[config.mk]
export PLATFORM = sky130hd
export DESIGN_NAME = seg_display_monitor
export DESIGN_NICKNAME = d
export VERILOG_FILES = /design/src/rtl/seg_display_monitor.sv
export SDC_FILE = /design/constraint.sdc
export NUM_CORES = 1
export LEC_CHECK = 0
export CAP_MARGIN = 20
export CORE_MARGIN = 4
export CORE_UTILIZATION = 62
export CTS_CLUSTER_DIAMETER = 150
export CTS_CLUSTER_SIZE = 25
export DETAILED_ROUTE_END_ITERATION = 6
export GPL_TIMING_DRIVEN = 0
export PLACE_DENSITY = 0.93
export REMOVE_ABC_BUFFERS = 1
export SLEW_MARGIN = 40
export SYNTH_ARGS = -nofsm -noshare
export SYNTH_HDL_FRONTEND = slang
export SYNTH_SLANG_ARGS = --single-unit
[constraint.sdc]
create_clock -name clk -period 7.63 [get_ports clk]
set_input_delay 2.289 -clock clk [delete_from_list [all_inputs] [get_ports clk]]
set_output_delay 2.289 -clock clk [all_outputs]
set_load 0.05 [all_outputs]
[src/rtl/seg_display_monitor.sv]
// Receive-side monitor for the two-digit 7-segment stopwatch display bus.
// Synchronises and glitch-filters the segment patterns, decodes them to BCD,
// flags illegal patterns and out-of-sequence updates, and measures the
// interval between accepted values.
module seg_display_monitor #(
    parameter int unsigned STABLE_CYCLES = 4,
    parameter int unsigned INT_W         = 24
) (
    input  logic             clk,
    input  logic             rst,
    input  logic [8:0]       seg_units,
    input  logic [8:0]       seg_tens,
    output logic [3:0]       digit_units,
    output logic [3:0]       digit_tens,
    output logic             valid,
    output logic             invalid_err,
    output logic             seq_err,
    output logic             locked,
    output logic [INT_W-1:0] interval,
    output logic [7:0]       err_count
);

    localparam int unsigned CNT_W = $clog2(STABLE_CYCLES + 1);

    typedef enum logic {
        IDLE,
        TRACK
    } state_t;

    state_t            state;
    state_t            state_next;

    // Pairs are held as {tens, units}.
    logic [17:0]       sync_a;
    logic [17:0]       sync_b;
    logic [17:0]       prev_pair;
    logic [17:0]       acc_pair;
    logic [CNT_W-1:0]  stab_cnt;
    logic [CNT_W-1:0]  stab_next;
    logic [INT_W-1:0]  int_cnt;

    logic              accept;
    logic              legal;
    logic              units_ok;
    logic              tens_ok;
    logic [3:0]        units_dig;
    logic [3:0]        tens_dig;
    logic [6:0]        new_val;
    logic [6:0]        cur_val;
    logic [6:0]        exp_val;
    logic              valid_next;
    logic              invalid_next;
    logic              seq_next;

    // Returns {legal, digit} for one 9-bit segment pattern.
    function automatic logic [4:0] decode(input logic [8:0] pat);
        case (pat)
            9'h03F:  return {1'b1, 4'd0};
            9'h006:  return {1'b1, 4'd1};
            9'h05B:  return {1'b1, 4'd2};
            9'h04F:  return {1'b1, 4'd3};
            9'h066:  return {1'b1, 4'd4};
            9'h06D:  return {1'b1, 4'd5};
            9'h07D:  return {1'b1, 4'd6};
            9'h007:  return {1'b1, 4'd7};
            9'h07F:  return {1'b1, 4'd8};
            9'h06F:  return {1'b1, 4'd9};
            default: return 5'd0;
        endcase
    endfunction

    // Two-flop synchroniser on both segment buses.
    always_ff @(posedge clk or negedge rst) begin
        if (!rst) begin
            sync_a <= '0;
            sync_b <= '0;
        end else begin
            sync_a <= {seg_tens, seg_units};
            sync_b <= sync_a;
        end
    end

    // Next stability count and acceptance decision. Acceptance uses the
    // count value being written this cycle so outputs land one edge earlier
    // than a registered-count compare would give.
    always_comb begin
        stab_next = stab_cnt;
        if (sync_b != prev_pair) begin
            stab_next = CNT_W'(1);
        end else if (stab_cnt != CNT_W'(STABLE_CYCLES)) begin
            stab_next = stab_cnt + CNT_W'(1);
        end
        accept = (stab_next == CNT_W'(STABLE_CYCLES)) && (sync_b != acc_pair);
    end

    // Decode, sequence check and FSM next-state.
    always_comb begin
        {units_ok, units_dig} = decode(sync_b[8:0]);
        {tens_ok, tens_dig}   = decode(sync_b[17:9]);
        legal        = units_ok && tens_ok;
        new_val      = 7'(tens_dig) * 7'd10 + 7'(units_dig);
        cur_val      = 7'(digit_tens) * 7'd10 + 7'(digit_units);
        exp_val      = (cur_val == 7'd99) ? 7'd0 : cur_val + 7'd1;
        state_next   = state;
        valid_next   = 1'b0;
        invalid_next = 1'b0;
        seq_next     = 1'b0;
        if (accept) begin
            if (!legal) begin
                invalid_next = 1'b1;
            end else begin
                valid_next = 1'b1;
                case (state)
                    IDLE:    state_next = TRACK;
                    TRACK:   seq_next   = (new_val != exp_val);
                    default: state_next = IDLE;
                endcase
            end
        end
    end

    // FSM state register.
    always_ff @(posedge clk or negedge rst) begin
        if (!rst) begin
            state <= IDLE;
        end else begin
            state <= state_next;
        end
    end

    // Stability filter and accepted-pattern register.
    always_ff @(posedge clk or negedge rst) begin
        if (!rst) begin
            prev_pair <= '0;
            stab_cnt  <= '0;
            acc_pair  <= '0;
        end else begin
            prev_pair <= sync_b;
            stab_cnt  <= stab_next;
            if (accept) begin
                acc_pair <= sync_b;
            end
        end
    end

    // Interval counter: restarts at 1 after each legal acceptance.
    always_ff @(posedge clk or negedge rst) begin
        if (!rst) begin
            int_cnt  <= '0;
            interval <= '0;
        end else begin
            if (valid_next) begin
                int_cnt  <= INT_W'(1);
                interval <= (state == IDLE) ? '0 : int_cnt;
            end else if (int_cnt != '1) begin
                int_cnt <= int_cnt + INT_W'(1);
            end
        end
    end

    // Registered outputs: digits, pulses, lock flag and error counter.
    always_ff @(posedge clk or negedge rst) begin
        if (!rst) begin
            digit_units <= '0;
            digit_tens  <= '0;
            valid       <= 1'b0;
            invalid_err <= 1'b0;
            seq_err     <= 1'b0;
            locked      <= 1'b0;
            err_count   <= '0;
        end else begin
            valid       <= valid_next;
            invalid_err <= invalid_next;
            seq_err     <= seq_next;
            if (valid_next) begin
                digit_units <= units_dig;
                digit_tens  <= tens_dig;
                locked      <= 1'b1;
            end
            if ((invalid_next || seq_next) && (err_count != 8'hFF)) begin
                err_count <= err_count + 8'd1;
            end
        end
    end

endmodule

==> out/metrics.yaml <==
drc: 0
setup_viol: 0
fin_crit_ns: 5.00
report.final.slew_viol_count: 0
root_buffer: "clkbuf_8"
coreArea_um2: 10800
postCtsResizedCells: 0
cts_buffers: 17
ys_types: 56
track_usage_pct: 26.5
syn_avg_cell_area_um2: 11.1
overflow: 0
floorplan.initialDensity_pct: 63.2
endpoint_kind: "flop"
critPathLaunchType: "flop"
drt_iter0_markers: 695
maxCapViolations: 0
ys.flop_type: "dfrtp_1"
htree_levels: 4
worstSetupStartpoint: "sync_b[10]$_DFF_PN0_"
nets: 715
yosysSeqAreaShare_pct: 52.2
p_leak_uw: 0.00352
holdCritPathClass: "flop to flop"
clk_pin_slew_worst_paths_ns: 0.06
clkLatencyLatePin_ns: 0.54
rsz0062_at_grt: "false"
routed_wl_mm: 16.1
postPlaceCellArea_um2: 7590
vias: 5043
clk_path_buf_depth: 2
wire_per_inst_um: 19.5
worstMarginPinSlew_ns: 0.900
period_share_pct: 65.6
boundaryPins: 64
ys_ff_latch: 143
final_util_pct: 75.8
grt_max_degree: 85
fin_area_um2: 8220
layout-drive-gt1-share_pct: 10.9
power.density_nw_per_um2: 210
whs_ns: 0.346
cts_tree: "yes"
syn2layout_area_growth_pct: 19.9
rows: 38
hold_start: "sync_a[15]$_DFF_PN0_"
crit_required_ns: 8.06
grt_antenna_before_repair: 0
antenna_cells: 0
drtAntennaViolNets: 0
place.gp.congestion: 0.826
die_area_um2: 12800
status: "finished clean"
setup_ws_ns: 2.63
cp_max_fo: 14
crit_type: "flop to flop"
peakVddDrop_uv: 216
grt_pass1_wl_mm: 26.2
via_per_inst: 6.10
relSlewSlack_pct: 39.4
synth-edff-count: 0
first_pass_iters: 6
pre_cts_slack_ns: 2.81
cp.arrival_ns: 5.43
postCtsHoldBufs: 0
clkSinkCount: 143
synth_area_um2: 6850
r2r-start: "sync_b[10]$_DFF_PN0_"
dpl.hpwl_mm: 9.73
io_buffers: 63
max_freq_mhz: 200
chipHeight_um: 113
post_cts_buffers: 0
async_reset_ff_share_pct: 100
ys.warnings.count: 0
fp.dieW_um: 113
synth_cells: 617
first_global_vias: 5162
clock-skew-final_ns: 0.00722
hold_viol: 0
==> layout make-up <==
cell class	count	area, um2
clock buffer	17	414
multi-input combinational	407	3000
inverter	40	153
timing repair buffer	65	683
clock inverter	15	208
sequential	143	3580
tap	140	175
fill	634	2630
==> path summary, 6_finish.rpt <==
kind	endpoint	slack, ns	cells after the start
setup / recovery	err_count[1]$_DFFE_PN0P_	2.63	13
min in group asynchronous	interval[2]$_DFFE_PN0P_	1.67	1
setup reg to reg	err_count[1]$_DFFE_PN0P_	2.63	13
hold reg to reg	sync_b[15]$_DFF_PN0_	0.35	0
max in group asynchronous	acc_pair[16]$_DFFE_PN0P_	5.17	2
hold / removal	sync_b[15]$_DFF_PN0_	0.35	0
==> power breakdown <==
group | internal (uW) | switching [uW]
logic | 24.6 | 28.6
clock network | 536 | 341
registers | 773 | 20.9
total | 1330 | 390
==> cell usage after synthesis (5+ instances only) <==
library cell | instances | area [um2]
dfrtp_1 | 143 | 3580
nand2_1 | 55 | 206
nor2_1 | 52 | 195
xnor2_1 | 48 | 420
inv_1 | 40 | 150
mux2i_1 | 30 | 300
xor2_1 | 27 | 236
mux2_2 | 26 | 293
nand3_1 | 19 | 95.1
ha_1 | 17 | 213
nand4_1 | 17 | 106
clkbuf_1 | 15 | 56.3
a21oi_1 | 12 | 60.1
nor3_1 | 12 | 60.1
buf_2 | 8 | 40.0
o21ai_0 | 7 | 35.0
nand2b_1 | 6 | 37.5
nor4_1 | 6 | 37.5
a211oi_1 | 5 | 37.5
==> stage by stage <==
| step | power (uW) | setup TNS (ns) | instances |
|---|---|---|---|
| after floorplan | 821 | 0 | 590 |
| after global placement | 851 | -130.72 | 793 |
| after detailed placement | 858 | 0 | 795 |
| after CTS | 1730 | 0 | 827 |
| after global routing | 1770 | 0 | 827 |
| final | 1720 | 0 | 827 |
==> state kept, by name (all words and copies together) (netlist names) <==
signal and count:
stab_cnt 3, digit_units 4, seq_err 1, sync_a 18
prev_pair 18, digit_tens 4, interval 24, invalid_err 1
state 1, int_cnt 24, acc_pair 18, valid 1
err_count 8, sync_b 18
==> critical path, stage by stage (launching register included) <==
cell and delay, ns:
dfrtp_1 0.69, or4b_2 0.66, a21boi_0 0.18, a41oi_1 0.07, o32ai_1 0.44, ha_1 0.37
ha_1 0.33, a21oi_1 0.25, xor3_1 0.40, xnor2_1 0.20, nand4b_2 0.16, o41ai_4 0.66
a21oi_2 0.16, mux2_4 0.31
==> layer usage <==
| metal | GRT usage (%) | share of wire, % | vias up |
|---|---|---|---|
| li1 | - | - | 2218 |
| met1 | 31.9 | 38 | 2445 |
| met2 | 43.6 | 50 | 300 |
| met3 | 6.31 | 6.9 | 80 |
| met4 | 15.5 | 4.6 | 0 |
| met5 | 0 | 0 | - |
==> cells by family (layout without fill, tap and decap cells) <==
logic type	after synthesis	in the layout	share of synthesized area, %
AO/OA/AOI/OAI	55	55	5.79
XOR/XNOR	78	78	10.6
adder cells (fa/ha/maj)	21	21	4.27
buffers and inverters	67	137	4.04
flip-flops	143	143	52.2
multiplexers	57	57	8.88
AND/OR/NAND/NOR	196	196	14.2
==> placed cells by master (no fill, tap or decap), types with 4 or more instances in the layout <==
cell	netlist	layout
dfrtp_1	143	142
clkdlybuf4s50_1	0	62
nand2_1	55	55
nor2_1	52	51
xnor2_1	48	48
inv_1	40	39
mux2i_1	30	30
xor2_1	27	27
mux2_2	26	26
nand3_1	19	19
nand4_1	17	17
ha_1	17	17
clkbuf_16	0	16
nor3_1	12	12
a21oi_1	12	12
o21ai_0	7	7
nand2b_1	6	6
nor4_1	6	6
a211oi_1	5	5
a21o_1	4	4
and3_1	4	4
nor2b_1	4	4
and4_1	4	4
fa_1	4	4
bufinv_16	0	4
clkinv_4	0	4
inv_6	0	4
Power figures use the tool's default switching activity.
